## config.mk

```make
export PLATFORM = sky130hd
export DESIGN_NAME = aes_tiled_arb_flat
export DESIGN_NICKNAME = d
export VERILOG_FILES = /design/src/rtl/aes_tiled_arb_if.sv /design/src/rtl/aes_tiled_arb.sv /design/src/flat_wrapper.sv
export SDC_FILE = /design/constraint.sdc
export NUM_CORES = 1
export LEC_CHECK = 0
export CAP_MARGIN = 20
export CORE_AREA = 2 2 135 137
export DETAILED_ROUTE_END_ITERATION = 16
export DIE_AREA = 0 0 137 139
export PLACE_DENSITY = 0.82
export RECOVER_POWER = 25
export SLEW_MARGIN = 10
export SYNTH_ARGS = -nofsm -noshare
export SYNTH_HDL_FRONTEND = slang
export SYNTH_SLANG_ARGS = --single-unit
```

## constraint.sdc

```tcl
create_clock -name g_clk -period 11.1 [get_ports g_clk]
set_clock_uncertainty 0.15 [all_clocks]
set_input_delay 2.22 -clock g_clk [delete_from_list [all_inputs] [get_ports g_clk]]
set_output_delay 2.22 -clock g_clk [all_outputs]
set_load 0.05 [all_outputs]
```

## src/rtl/aes_tiled_arb_if.sv

```systemverilog
// rtl/aes_tiled_arb_if.sv - request, response and shared-datapath bundle for the AES tile arbiter
interface aes_tiled_arb_if;
    logic [1:0]        req_valid;
    logic [1:0]        req_ready;
    logic [1:0][1:0]   req_op;
    logic [1:0]        req_dec;
    logic [1:0]        req_hi;
    logic [1:0][31:0]  req_rs1;
    logic [1:0][31:0]  req_rs2;
    logic [1:0]        rsp_valid;
    logic [1:0]        rsp_ready;
    logic [1:0][31:0]  rsp_rd;
    logic [1:0]        rsp_err;
    logic              dp_valid;
    logic              dp_dec;
    logic              dp_op_sb;
    logic              dp_op_sbsr;
    logic              dp_op_mix;
    logic              dp_hi;
    logic [31:0]       dp_rs1;
    logic [31:0]       dp_rs2;
    logic              dp_ready;
    logic [31:0]       dp_rd;

    modport slave (
        input  req_valid, req_op, req_dec, req_hi, req_rs1, req_rs2,
        input  rsp_ready, dp_ready, dp_rd,
        output req_ready, rsp_valid, rsp_rd, rsp_err,
        output dp_valid, dp_dec, dp_op_sb, dp_op_sbsr, dp_op_mix, dp_hi, dp_rs1, dp_rs2
    );

    modport master (
        output req_valid, req_op, req_dec, req_hi, req_rs1, req_rs2,
        output rsp_ready, dp_ready, dp_rd,
        input  req_ready, rsp_valid, rsp_rd, rsp_err,
        input  dp_valid, dp_dec, dp_op_sb, dp_op_sbsr, dp_op_mix, dp_hi, dp_rs1, dp_rs2
    );
endinterface

```

## src/rtl/aes_tiled_arb.sv

```systemverilog
// rtl/aes_tiled_arb.sv - two-requester round-robin arbiter in front of a shared single-cycle AES datapath
module aes_tiled_arb #(
    parameter int unsigned DECRYPT_EN = 1,
    parameter int unsigned CNT_W      = 16
) (
    input  logic                    g_clk,
    input  logic                    g_resetn,
    aes_tiled_arb_if.slave          bus,
    output logic [1:0][CNT_W-1:0]   grant_cnt
);
    localparam bit DEC_OK = (DECRYPT_EN != 0);

    logic       last_gnt;
    logic [1:0] elig;
    logic [1:0] grant;
    logic       any_gnt;
    logic       sel;
    logic [1:0] op_s;
    logic       dec_s;
    logic       illegal;
    logic       legal_go;
    logic       fire;

    // A requester may only go if its response slot is empty or is being drained now.
    always_comb begin
        for (int i = 0; i < 2; i++) begin
            elig[i] = g_resetn && bus.req_valid[i] && (!bus.rsp_valid[i] || bus.rsp_ready[i]);
        end
        grant[0] = elig[0] && (!elig[1] || last_gnt);
        grant[1] = elig[1] && (!elig[0] || !last_gnt);
        any_gnt  = |grant;
        sel      = grant[1];
        op_s     = bus.req_op[sel];
        dec_s    = bus.req_dec[sel];
        illegal  = (op_s == 2'b11) || (dec_s && !DEC_OK);
        legal_go = any_gnt && !illegal;
        fire     = any_gnt && bus.dp_ready;
    end

    // Illegal requests still occupy the datapath slot but with every operation select cleared.
    assign bus.dp_valid   = any_gnt;
    assign bus.dp_dec     = legal_go && dec_s;
    assign bus.dp_op_sb   = legal_go && (op_s == 2'b00);
    assign bus.dp_op_sbsr = legal_go && (op_s == 2'b01);
    assign bus.dp_op_mix  = legal_go && (op_s == 2'b10);
    assign bus.dp_hi      = any_gnt && bus.req_hi[sel];
    assign bus.dp_rs1     = any_gnt ? bus.req_rs1[sel] : 32'd0;
    assign bus.dp_rs2     = any_gnt ? bus.req_rs2[sel] : 32'd0;
    assign bus.req_ready  = grant & {2{bus.dp_ready}};

    always_ff @(posedge g_clk) begin
        if (!g_resetn) begin
            bus.rsp_valid <= '0;
            bus.rsp_rd    <= '0;
            bus.rsp_err   <= '0;
            last_gnt      <= 1'b1;
            grant_cnt     <= '0;
        end else begin
            for (int i = 0; i < 2; i++) begin
                if (fire && (sel == 1'(i))) begin
                    bus.rsp_valid[i] <= 1'b1;
                    bus.rsp_rd[i]    <= illegal ? 32'd0 : bus.dp_rd;
                    bus.rsp_err[i]   <= illegal;
                end else if (bus.rsp_valid[i] && bus.rsp_ready[i]) begin
                    bus.rsp_valid[i] <= 1'b0;
                end
            end
            if (fire) begin
                last_gnt <= sel;
                if (grant_cnt[sel] != {CNT_W{1'b1}}) begin
                    grant_cnt[sel] <= grant_cnt[sel] + CNT_W'(1);
                end
            end
        end
    end
endmodule

```

## src/flat_wrapper.sv

```systemverilog
// flat-port wrapper written by rule: the top's interface ports become plain ports
module aes_tiled_arb_flat 
#(
    parameter int unsigned DECRYPT_EN = 1,
    parameter int unsigned CNT_W      = 16
)
  (g_clk, g_resetn, grant_cnt, bus_req_valid, bus_req_op, bus_req_dec, bus_req_hi, bus_req_rs1, bus_req_rs2, bus_rsp_ready, bus_dp_ready, bus_dp_rd, bus_req_ready, bus_rsp_valid, bus_rsp_rd, bus_rsp_err, bus_dp_valid, bus_dp_dec, bus_dp_op_sb, bus_dp_op_sbsr, bus_dp_op_mix, bus_dp_hi, bus_dp_rs1, bus_dp_rs2);
  aes_tiled_arb_if bus_i ();
  input  logic g_clk;
  input  logic g_resetn;
  output logic [1:0][CNT_W-1:0] grant_cnt;
  input wire logic [$bits(bus_i.req_valid)-1:0] bus_req_valid;
  input wire logic [$bits(bus_i.req_op)-1:0] bus_req_op;
  input wire logic [$bits(bus_i.req_dec)-1:0] bus_req_dec;
  input wire logic [$bits(bus_i.req_hi)-1:0] bus_req_hi;
  input wire logic [$bits(bus_i.req_rs1)-1:0] bus_req_rs1;
  input wire logic [$bits(bus_i.req_rs2)-1:0] bus_req_rs2;
  input wire logic [$bits(bus_i.rsp_ready)-1:0] bus_rsp_ready;
  input wire logic [$bits(bus_i.dp_ready)-1:0] bus_dp_ready;
  input wire logic [$bits(bus_i.dp_rd)-1:0] bus_dp_rd;
  output wire logic [$bits(bus_i.req_ready)-1:0] bus_req_ready;
  output wire logic [$bits(bus_i.rsp_valid)-1:0] bus_rsp_valid;
  output wire logic [$bits(bus_i.rsp_rd)-1:0] bus_rsp_rd;
  output wire logic [$bits(bus_i.rsp_err)-1:0] bus_rsp_err;
  output wire logic [$bits(bus_i.dp_valid)-1:0] bus_dp_valid;
  output wire logic [$bits(bus_i.dp_dec)-1:0] bus_dp_dec;
  output wire logic [$bits(bus_i.dp_op_sb)-1:0] bus_dp_op_sb;
  output wire logic [$bits(bus_i.dp_op_sbsr)-1:0] bus_dp_op_sbsr;
  output wire logic [$bits(bus_i.dp_op_mix)-1:0] bus_dp_op_mix;
  output wire logic [$bits(bus_i.dp_hi)-1:0] bus_dp_hi;
  output wire logic [$bits(bus_i.dp_rs1)-1:0] bus_dp_rs1;
  output wire logic [$bits(bus_i.dp_rs2)-1:0] bus_dp_rs2;
  assign bus_i.req_valid = bus_req_valid;
  assign bus_i.req_op = bus_req_op;
  assign bus_i.req_dec = bus_req_dec;
  assign bus_i.req_hi = bus_req_hi;
  assign bus_i.req_rs1 = bus_req_rs1;
  assign bus_i.req_rs2 = bus_req_rs2;
  assign bus_i.rsp_ready = bus_rsp_ready;
  assign bus_i.dp_ready = bus_dp_ready;
  assign bus_i.dp_rd = bus_dp_rd;
  assign bus_req_ready = bus_i.req_ready;
  assign bus_rsp_valid = bus_i.rsp_valid;
  assign bus_rsp_rd = bus_i.rsp_rd;
  assign bus_rsp_err = bus_i.rsp_err;
  assign bus_dp_valid = bus_i.dp_valid;
  assign bus_dp_dec = bus_i.dp_dec;
  assign bus_dp_op_sb = bus_i.dp_op_sb;
  assign bus_dp_op_sbsr = bus_i.dp_op_sbsr;
  assign bus_dp_op_mix = bus_i.dp_op_mix;
  assign bus_dp_hi = bus_i.dp_hi;
  assign bus_dp_rs1 = bus_i.dp_rs1;
  assign bus_dp_rs2 = bus_i.dp_rs2;
  aes_tiled_arb #(.DECRYPT_EN(DECRYPT_EN), .CNT_W(CNT_W)) u_core (.g_clk(g_clk), .g_resetn(g_resetn), .bus(bus_i), .grant_cnt(grant_cnt));
endmodule
```

==> flow_summary.html, run 1 <==
<table>
<tr><th>Metric</th><th>Value</th></tr>
<tr><th colspan="2">Timing</th></tr>
<tr><td>Final number of setup-violating endpoints</td><td>0</td></tr>
<tr><td>Final period demand of the worst path</td><td>8190 ps</td></tr>
<tr><td>Unrepaired setup endpoints after global routing</td><td>false</td></tr>
<tr><td>Sum of negative setup slack</td><td>0 ps</td></tr>
<tr><td>Final count of hold timing violations</td><td>0</td></tr>
<tr><td>Final Max Tran Viols</td><td>0</td></tr>
<tr><td>Actual slew at the worst max-slew pin</td><td>about 1100 ps</td></tr>
<tr><td>Final worst path period share</td><td>0.738</td></tr>
<tr><td>Relative slew margins</td><td>0.284</td></tr>
<tr><td>Upper clock frequency limit</td><td>between 0.1 and 0.15 GHz</td></tr>
<tr><th colspan="2">Logic synthesis</th></tr>
<tr><td>Syn Nets</td><td>about 960</td></tr>
<tr><td>Cell variety after synth</td><td>52</td></tr>
<tr><td>Most instantiated flip-flop cell in the synthesis netlist</td><td>sky130_fd_sc_hd__dfxtp_1</td></tr>
<tr><td>Mapped Cells</td><td>782</td></tr>
<tr><td>Total standard cell area after synthesis</td><td>between 0.005 and 0.006 sq mm</td></tr>
<tr><td>Async set-or-reset flop fraction in the synthesized netlist</td><td>0</td></tr>
<tr><td>Synthesized area per cell</td><td>between 7 and 8 sq um</td></tr>
<tr><td>Number of storage elements in the synthesis netlist</td><td>101</td></tr>
<tr><td>Number of enable-type register cells in the synthesized netlist</td><td>0</td></tr>
<tr><td>Sequential fraction of the synthesis area</td><td>0.369</td></tr>
<tr><td>Number of warnings issued by yosys</td><td>0</td></tr>
<tr><th colspan="2">CTS</th></tr>
<tr><td>Cts bufs inserted</td><td>9</td></tr>
<tr><td>Number of sinks on the clock net</td><td>between 100 and 150</td></tr>
<tr><td>Cell at the root of the clock tree</td><td>sky130_fd_sc_hd__clkbuf_16</td></tr>
<tr><td>Number of instances resized during post-cts repair</td><td>0</td></tr>
<tr><td>Insertion delay to the later sink of the worst-skew pair</td><td>approximately 350 ps</td></tr>
<tr><td># hold bufs at CTS</td><td>0</td></tr>
<tr><td>Number of buffers on the longest clock path</td><td>2</td></tr>
<tr><td>CTS tree</td><td>done</td></tr>
<tr><td>Clock slew seen by the registers of the worst setup and hold paths</td><td>around 70 ps</td></tr>
<tr><td>Post-CTS repair timing setup buffer count</td><td>0</td></tr>
<tr><td>Deepest level of the CTS H-tree</td><td>3</td></tr>
<tr><th colspan="2">Placement</th></tr>
<tr><td>Detailed-placement wirelength estimate</td><td>15.4 mm</td></tr>
<tr><td>Quantity of I/O buffers inserted on ports</td><td>roughly 350</td></tr>
<tr><td>Final estimated routing congestion in global placement</td><td>just under 0.9</td></tr>
<tr><th colspan="2">Routing</th></tr>
<tr><td>Vias per std cell</td><td>between 5 and 6</td></tr>
<tr><td>Count of routing violations after the opening detailed-route iteration</td><td>530</td></tr>
<tr><td>DR WL/cell</td><td>16.2 um</td></tr>
<tr><td>Final routed DRC violation total</td><td>0</td></tr>
<tr><td>Detailed-router iteration count before antenna repair</td><td>5</td></tr>
<tr><td>Detailed-route via count</td><td>around 6700</td></tr>
<tr><td>Post-Route WL</td><td>~21 mm</td></tr>
<tr><td>Antenna violation net count after detailed routing</td><td>0</td></tr>
<tr><th colspan="2">Critical path</th></tr>
<tr><td>Minimum setup slack among reg-to-reg paths</td><td>about 6700 ps</td></tr>
<tr><td>Origin of the critical flop-to-flop path</td><td>u_core.bus.rsp_valid[0]</td></tr>
<tr><td>Signal arrival time at the worst endpoint</td><td>approximately 5800 ps</td></tr>
<tr><td>Worst Reg2Reg Path Length in Cells</td><td>12</td></tr>
<tr><td>Required time of the critical path</td><td>around 8700 ps</td></tr>
<tr><td>Nature of the critical path startpoint</td><td>primary input</td></tr>
<tr><td>Kind of end point of the critical path</td><td>primary output</td></tr>
<tr><td>Endpoint of the lowest-slack register-to-register path</td><td>u_core.grant_cnt[30]</td></tr>
<tr><td>Maximum fanout encountered on the critical timing path</td><td>90</td></tr>
<tr><td>Crit Path Class</td><td>in -&gt; out</td></tr>
<tr><th colspan="2">Global routing</th></tr>
<tr><td>Antenna violations before repair</td><td>1</td></tr>
<tr><td>Overflow after GRT</td><td>0</td></tr>
<tr><td>Wire length of the first global-routing pass</td><td>roughly 32 mm</td></tr>
<tr><td>Met2 capacity usage during global routing</td><td>0.369</td></tr>
<tr><td>Total routing resource utilization after global routing</td><td>0.212</td></tr>
<tr><td>Pin count of the biggest net entering global routing</td><td>91</td></tr>
<tr><td>Via count of the first global-routing pass</td><td>between 6000 and 7000</td></tr>
<tr><td>Busiest layer in global routing</td><td>met2</td></tr>
<tr><td>Grt met3 use</td><td>0.0428</td></tr>
<tr><td>Fraction of met1 tracks used by global routing</td><td>0.254</td></tr>
<tr><th colspan="2">Layout</th></tr>
<tr><td>Proportion of layout cells with a drive suffix above 1</td><td>0.0406</td></tr>
<tr><td>Core Util, Final</td><td>0.526</td></tr>
<tr><td>Most common cell after layout, fill and taps aside</td><td>sky130_fd_sc_hd__clkdlybuf4s50_1</td></tr>
<tr><td>Number of nets at the end of the flow</td><td>1257</td></tr>
<tr><td>Commonest cells after routing, fill and taps aside</td><td>sky130_fd_sc_hd__clkdlybuf4s50_1 (278), sky130_fd_sc_hd__nand2_1 (245), sky130_fd_sc_hd__nand3_1 (145), sky130_fd_sc_hd__dfxtp_1 (101), sky130_fd_sc_hd__a21oi_1 (73)</td></tr>
<tr><td>Synthesis-to-finish area growth</td><td>69.6%</td></tr>
<tr><th colspan="2">Worst hold path</th></tr>
<tr><td>Min-Delay Path Depth</td><td>2</td></tr>
<tr><td>Endpoint, Worst Hold</td><td>u_core.bus.rsp_rd[25]</td></tr>
<tr><td>Startpoint of the most critical hold path</td><td>u_core.bus.rsp_rd[25]</td></tr>
<tr><td>Type of the most critical hold path</td><td>reg -&gt; reg</td></tr>
<tr><th colspan="2">Run</th></tr>
<tr><td>Total of max-cap violations</td><td>0</td></tr>
<tr><th colspan="2">Pwr</th></tr>
<tr><td>Maximum resistive drop on vdd</td><td>~0.087 mV</td></tr>
<tr><td>Pleak</td><td>~0.0037 uW</td></tr>
<tr><td>Total power</td><td>between 900 and 1000 uW</td></tr>
<tr><td>Power Density</td><td>approximately 100 mW/mm^2</td></tr>
<tr><th colspan="2">Floorplan</th></tr>
<tr><td>Die span in x</td><td>approximately 140 um</td></tr>
<tr><td>Area of the die</td><td>approximately 0.019 sq mm</td></tr>
<tr><td>Starting utilization of the core area</td><td>0.310</td></tr>
<tr><td>Vertical die dimension</td><td>139 um</td></tr>
<tr><td>Floorplan Core Area</td><td>0.0177 sq mm</td></tr>
<tr><td>Site Rows</td><td>49</td></tr>
<tr><td>Top Ports</td><td>approximately 350</td></tr>
<tr><th colspan="2">Outcome</th></tr>
<tr><td>Outcome</td><td>finished clean</td></tr>
</table>
## flip-flops by register name, summed over array words and instances, names as in the netlist
register / count
u_core.grant_cnt: 32
u_core.last_gnt: 1
u_core.bus.rsp_err: 2
u_core.bus.rsp_valid: 2
u_core.bus.rsp_rd: 64
## metrics by stage
step	cells	area (sq um)	setup WS, ps	hold slack (ps)
2_1_floorplan	782	5480	4620	437
3_3_place_gp	1299	8980	2950	291
3_5_place_dp	1299	8980	2920	296
4_1_cts	1314	9290	2920	306
5_1_grt	1315	9290	2720	314
6_report	1315	9290	2910	301
## synth_stat cells (all sizes together), types with 2 or more instances
master  instances  area, sq um
inv             6         22.5
mux2            2         22.5
a311oi          2         17.5
buf            43          235
nor2           23         86.3
nand2         246          926
o21ai          12         60.1
a21oi          74          374
xnor2           7         61.3
nand3b          4         30.0
and2            2         12.5
nand3         145          726
or3             3         18.8
nor3b           2         25.0
nor3            4         20.0
nand2b          6         37.5
mux2i          15          150
a211oi          7         57.6
xor2            9         78.8
o211a           3         30.0
nor4            3         33.8
a31oi           2         27.5
nor2b           2         12.5
dfxtp         101         2020
and3           10         67.6
clkbuf         22         83.8
nand4           9         56.3
a32o            3         30.0
and4            2         17.5
o211ai          3         32.5
a31o            2         17.5
## worst max-delay path by stage
stage | start | endpoint | slack [ps] | depth (start not counted)
after floorplan | bus_rsp_ready[1] | bus_dp_op_sbsr | 4620 | 7
after detailed placement | g_resetn | bus_dp_dec | 2920 | 7
after global routing | g_resetn | bus_req_ready[0] | 2720 | 6
final | g_resetn | bus_dp_dec | 2910 | 7
after global placement | g_resetn | bus_req_ready[0] | 2950 | 6
after CTS | g_resetn | bus_dp_dec | 2920 | 7
## final cells by class
cell class              count  area (sq um)
inverters                   6          22.5
diodes                      1          2.50
repair buffers            353          3520
well taps                 229           287
clock buffers               9           225
fillers                  1657          8360
clock inverters             6          83.8
flip-flops and latches    101          2020
multi-input cells         610          3130
## worst max-delay path, cell delays in order
cell	delay, ps
sky130_fd_sc_hd__clkdlybuf4s50_1	950
sky130_fd_sc_hd__and2_1	420
sky130_fd_sc_hd__o211a_4	870
sky130_fd_sc_hd__and3_4	330
sky130_fd_sc_hd__a31oi_4	40
sky130_fd_sc_hd__and3_1	210
sky130_fd_sc_hd__clkdlybuf4s50_1	690
## per-layer routing
| layer | share of wire | routed length, um |
|---|---|---|
| met4 | 0.023 | 486 |
| met1 | 0.40 | 8580 |
| met2 | 0.50 | 10700 |
| met3 | 0.075 | 1600 |
| met5 | 0 | 0 |
## power by group
group	switching, uW	leakage, uW	internal (uW)
Combinational	161	0.00271	110
Sequential	4.46	0.000817	369
Clock	152	0.000151	179
Total	317	0.00368	658
## kinds of logic (layout without fill, tap and decap cells)
kind of cell    after synthesis  after routing  share of synthesized area
simple gates                462            462                      0.379
compound gates              114            114                      0.131
flops                       101            101                      0.369
buf+inv                      71            374                     0.0623
mux                          17             17                     0.0315
xor+xnor                     16             16                     0.0256
fa+ha+maj                     1              1                    0.00228
other cells                   0              1                          0
(Power assumes the default switching activity.)
==> run 2, diff against run 1 <==
--- a/config.mk
+++ b/config.mk
@@ -6,10 +6,10 @@
 export NUM_CORES = 1
 export LEC_CHECK = 0
 export CAP_MARGIN = 20
-export CORE_AREA = 2 2 135 137
+export CORE_AREA = 2 2 136 138
 export DETAILED_ROUTE_END_ITERATION = 16
-export DIE_AREA = 0 0 137 139
-export PLACE_DENSITY = 0.82
+export DIE_AREA = 0 0 138 140
+export PLACE_DENSITY = 0.81
 export RECOVER_POWER = 25
 export SLEW_MARGIN = 10
 export SYNTH_ARGS = -nofsm -noshare
==> constraint.sdc (replaced) <==
create_clock -name g_clk -period 8.5 [get_ports g_clk]
set_clock_uncertainty 0.15 [all_clocks]
set_input_delay 1.7 -clock g_clk [delete_from_list [all_inputs] [get_ports g_clk]]
set_output_delay 1.7 -clock g_clk [all_outputs]
set_load 0.05 [all_outputs]
==> flow_summary.html, run 2 (same netlist as run 1, synthesis figures left out) <==
<table>
<tr><th>Metric</th><th>Value</th></tr>
<tr><th colspan="2">Floorplan</th></tr>
<tr><td>Die span in x</td><td>around 140 um</td></tr>
<tr><td>Area of the die</td><td>just under 0.02 sq mm</td></tr>
<tr><td>Floorplan Core Area</td><td>0.0178 sq mm</td></tr>
<tr><td>Site Rows</td><td>49</td></tr>
<tr><td>Vertical die dimension</td><td>140 um</td></tr>
<tr><td>Top Ports</td><td>347</td></tr>
<tr><td>Starting utilization of the core area</td><td>0.308</td></tr>
<tr><th colspan="2">Layout</th></tr>
<tr><td>Proportion of layout cells with a drive suffix above 1</td><td>0.0441</td></tr>
<tr><td>Most flops, register</td><td>u_core.bus.rsp_rd</td></tr>
<tr><td>Filler cell count in the final layout</td><td>between 1500 and 2000</td></tr>
<tr><td>Synthesis-to-finish area growth</td><td>70.2%</td></tr>
<tr><td>Multi-input combinational cell area</td><td>0.00313 sq mm</td></tr>
<tr><td>Antenna Cells</td><td>0</td></tr>
<tr><td>Most common cell after layout, fill and taps aside</td><td>sky130_fd_sc_hd__clkdlybuf4s50_1</td></tr>
<tr><td>Largest regs</td><td>u_core.bus.rsp_rd x64, u_core.grant_cnt x32</td></tr>
<tr><td>Commonest cells after routing, fill and taps aside</td><td>sky130_fd_sc_hd__clkdlybuf4s50_1 (279), sky130_fd_sc_hd__nand2_1 (245), sky130_fd_sc_hd__nand3_1 (145), sky130_fd_sc_hd__dfxtp_1 (101), sky130_fd_sc_hd__a21oi_1 (73)</td></tr>
<tr><td>Area taken by flip-flops and latches</td><td>slightly above 0.002 sq mm</td></tr>
<tr><td>Number of nets at the end of the flow</td><td>1260</td></tr>
<tr><td>Max reg flops</td><td>64</td></tr>
<tr><th colspan="2">Pwr</th></tr>
<tr><td>Pleak</td><td>between 0.003 and 0.004 uW</td></tr>
<tr><td>Total power</td><td>1270 uW</td></tr>
<tr><td>Power Density</td><td>136 mW/mm^2</td></tr>
<tr><td>Maximum resistive drop on vdd</td><td>around 0.11 mV</td></tr>
<tr><th colspan="2">Critical path</th></tr>
<tr><td>Maximum fanout encountered on the critical timing path</td><td>53</td></tr>
<tr><td>Critical path buffer and inverter count</td><td>4</td></tr>
<tr><td>Endpoint of the lowest-slack register-to-register path</td><td>u_core.grant_cnt[26]</td></tr>
<tr><td>Max stage delay cell, worst path</td><td>sky130_fd_sc_hd__clkdlybuf4s50_1</td></tr>
<tr><td>Signal arrival time at the worst endpoint</td><td>5020 ps</td></tr>
<tr><td>Delay of the slowest cell on the worst path</td><td>approximately 800 ps</td></tr>
<tr><td>Critical Path, Cell by Cell</td><td>clkdlybuf4s50_1 -&gt; buf_4 -&gt; and2_0 -&gt; o211a_4 -&gt; buf_4 -&gt; nand2_1 -&gt; nand2_1 -&gt; clkdlybuf4s50_1</td></tr>
<tr><td>Worst Reg2Reg Path Length in Cells</td><td>12</td></tr>
<tr><td>Origin of the critical flop-to-flop path</td><td>u_core.bus.rsp_valid[0]</td></tr>
<tr><td>Kind of cell with the highest combined delay on the critical path</td><td>buffers and inverters</td></tr>
<tr><td>Kind of end point of the critical path</td><td>primary output</td></tr>
<tr><td>Minimum setup slack among reg-to-reg paths</td><td>approximately 4200 ps</td></tr>
<tr><td>Crit Path Class</td><td>in -&gt; out</td></tr>
<tr><td>Nature of the critical path startpoint</td><td>primary input</td></tr>
<tr><td>Required time of the critical path</td><td>about 6700 ps</td></tr>
<tr><th colspan="2">Placement</th></tr>
<tr><td>Quantity of I/O buffers inserted on ports</td><td>between 300 and 400</td></tr>
<tr><td>Detailed-placement wirelength estimate</td><td>15.8 mm</td></tr>
<tr><td>Final estimated routing congestion in global placement</td><td>~0.85</td></tr>
<tr><th colspan="2">Routing</th></tr>
<tr><td>Final routed DRC violation total</td><td>0</td></tr>
<tr><td>Detailed-route via count</td><td>between 6000 and 7000</td></tr>
<tr><td>Met1 WL</td><td>roughly 9 mm</td></tr>
<tr><td>Sum of met2 wire segment lengths after detailed routing</td><td>between 10 and 15 mm</td></tr>
<tr><td>DR WL/cell</td><td>16.6 um</td></tr>
<tr><td>Count of routing violations after the opening detailed-route iteration</td><td>567</td></tr>
<tr><td>Sum of met3 wire segment lengths after detailed routing</td><td>between 1 and 1.5 mm</td></tr>
<tr><td>Vias per std cell</td><td>5.06</td></tr>
<tr><td>Antenna violation net count after detailed routing</td><td>0</td></tr>
<tr><td>Detailed-router iteration count before antenna repair</td><td>5</td></tr>
<tr><td>Post-Route WL</td><td>approximately 22 mm</td></tr>
<tr><td>Top sig layer</td><td>met4</td></tr>
<tr><th colspan="2">Global routing</th></tr>
<tr><td>Pin count of the biggest net entering global routing</td><td>68</td></tr>
<tr><td>Overflow after GRT</td><td>0</td></tr>
<tr><td>Via count of the first global-routing pass</td><td>approximately 6300</td></tr>
<tr><td>Antenna violations before repair</td><td>0</td></tr>
<tr><td>Wire length of the first global-routing pass</td><td>around 34 mm</td></tr>
<tr><td>Total routing resource utilization after global routing</td><td>0.216</td></tr>
<tr><th colspan="2">CTS</th></tr>
<tr><td>Number of sinks on the clock net</td><td>101</td></tr>
<tr><td>Deepest level of the CTS H-tree</td><td>3</td></tr>
<tr><td>CTS tree</td><td>done</td></tr>
<tr><td># hold bufs at CTS</td><td>0</td></tr>
<tr><td>Cts bufs inserted</td><td>9</td></tr>
<tr><td>Clock slew seen by the registers of the worst setup and hold paths</td><td>around 80 ps</td></tr>
<tr><td>Cell at the root of the clock tree</td><td>sky130_fd_sc_hd__clkbuf_16</td></tr>
<tr><td>Post-CTS repair timing setup buffer count</td><td>0</td></tr>
<tr><td>Insertion delay to the later sink of the worst-skew pair</td><td>~360 ps</td></tr>
<tr><td>Number of buffers on the longest clock path</td><td>2</td></tr>
<tr><td>Number of instances resized during post-cts repair</td><td>0</td></tr>
<tr><th colspan="2">Timing</th></tr>
<tr><td>Relative slew margins</td><td>0.432</td></tr>
<tr><td>Final Max Tran Viols</td><td>0</td></tr>
<tr><td>Actual slew at the worst max-slew pin</td><td>about 850 ps</td></tr>
<tr><td>Unrepaired setup endpoints after global routing</td><td>false</td></tr>
<tr><td>Final worst path period share</td><td>0.809</td></tr>
<tr><td>Final count of hold timing violations</td><td>0</td></tr>
<tr><td>Final period demand of the worst path</td><td>around 6900 ps</td></tr>
<tr><td>Upper clock frequency limit</td><td>roughly 0.15 GHz</td></tr>
<tr><td>Final number of setup-violating endpoints</td><td>0</td></tr>
<tr><td>Sum of negative setup slack</td><td>0 ps</td></tr>
<tr><th colspan="2">Worst hold path</th></tr>
<tr><td>Startpoint of the most critical hold path</td><td>u_core.bus.rsp_rd[20]</td></tr>
<tr><td>Min-Delay Path Depth</td><td>2</td></tr>
<tr><td>Type of the most critical hold path</td><td>reg -&gt; reg</td></tr>
<tr><td>Endpoint, Worst Hold</td><td>u_core.bus.rsp_rd[20]</td></tr>
<tr><th colspan="2">Run</th></tr>
<tr><td>Total of max-cap violations</td><td>0</td></tr>
<tr><th colspan="2">Outcome</th></tr>
<tr><td>Outcome</td><td>finished clean</td></tr>
</table>
-- run 2: worst register-to-register path, stage by stage (launching register included) --
cell and delay, ps:
sky130_fd_sc_hd__dfxtp_1 350, sky130_fd_sc_hd__nor2b_1 420, sky130_fd_sc_hd__o211a_4 510, sky130_fd_sc_hd__buf_4 580
sky130_fd_sc_hd__nand2_1 160, sky130_fd_sc_hd__nand2_1 80, sky130_fd_sc_hd__ha_1 300, sky130_fd_sc_hd__nand4_1 220
sky130_fd_sc_hd__nor2b_1 380, sky130_fd_sc_hd__a41oi_2 510, sky130_fd_sc_hd__nor3b_2 350, sky130_fd_sc_hd__xnor2_1 140
sky130_fd_sc_hd__nor2_1 50
-- run 2: cell type report --
cell class              instances  share of cell area
well taps                     229              0.0307
clock buffers                   9              0.0241
clock inverters                 7             0.00858
inverters                       6             0.00241
flip-flops and latches        101               0.217
repair buffers                356               0.381
multi-input cells             610               0.336
-- run 2: how the worst max path moves through the flow --
stage / from / endpoint / slack, ps / cells past startpoint
finish: g_resetn / bus_dp_rs2[29] / 1630 / 8
global route: g_resetn / bus_dp_rs1[7] / 1410 / 8
CTS: g_resetn / bus_dp_dec / 1480 / 8
detailed placement: g_resetn / bus_dp_dec / 1480 / 8
global placement: g_resetn / bus_dp_dec / 1510 / 8
floorplan: bus_rsp_ready[1] / bus_dp_op_sbsr / 3060 / 7
-- run 2: per-layer routing --
| layer | global-route usage | vias to the layer above |
|---|---|---|
| met5 | 0 | - |
| met2 | 0.369 | 270 |
| li1 | - | 3266 |
| met4 | 0.0800 | 0 |
| met1 | 0.263 | 3084 |
| met3 | 0.0526 | 47 |
-- run 2: metrics by stage --
stage	std cells	worst slack, ps	hold slack (ps)	util	instance area [sq um]
floorplan	782	3060	437	-	5480
global placement	1301	1510	291	0.506	9000
detailed placement	1301	1480	295	0.506	9000
CTS	1317	1480	306	0.523	9300
global route	1318	1410	318	0.525	9330
finish	1318	1630	302	0.525	9330
-- run 2: report_power, final --
part / leakage (uW) / internal, uW / switching (uW)
Sequential: 0.000817 / 482 / 5.65
Combinational: 0.00273 / 145 / 213
Clock: 0.000146 / 210 / 212
Total: 0.00369 / 837 / 430
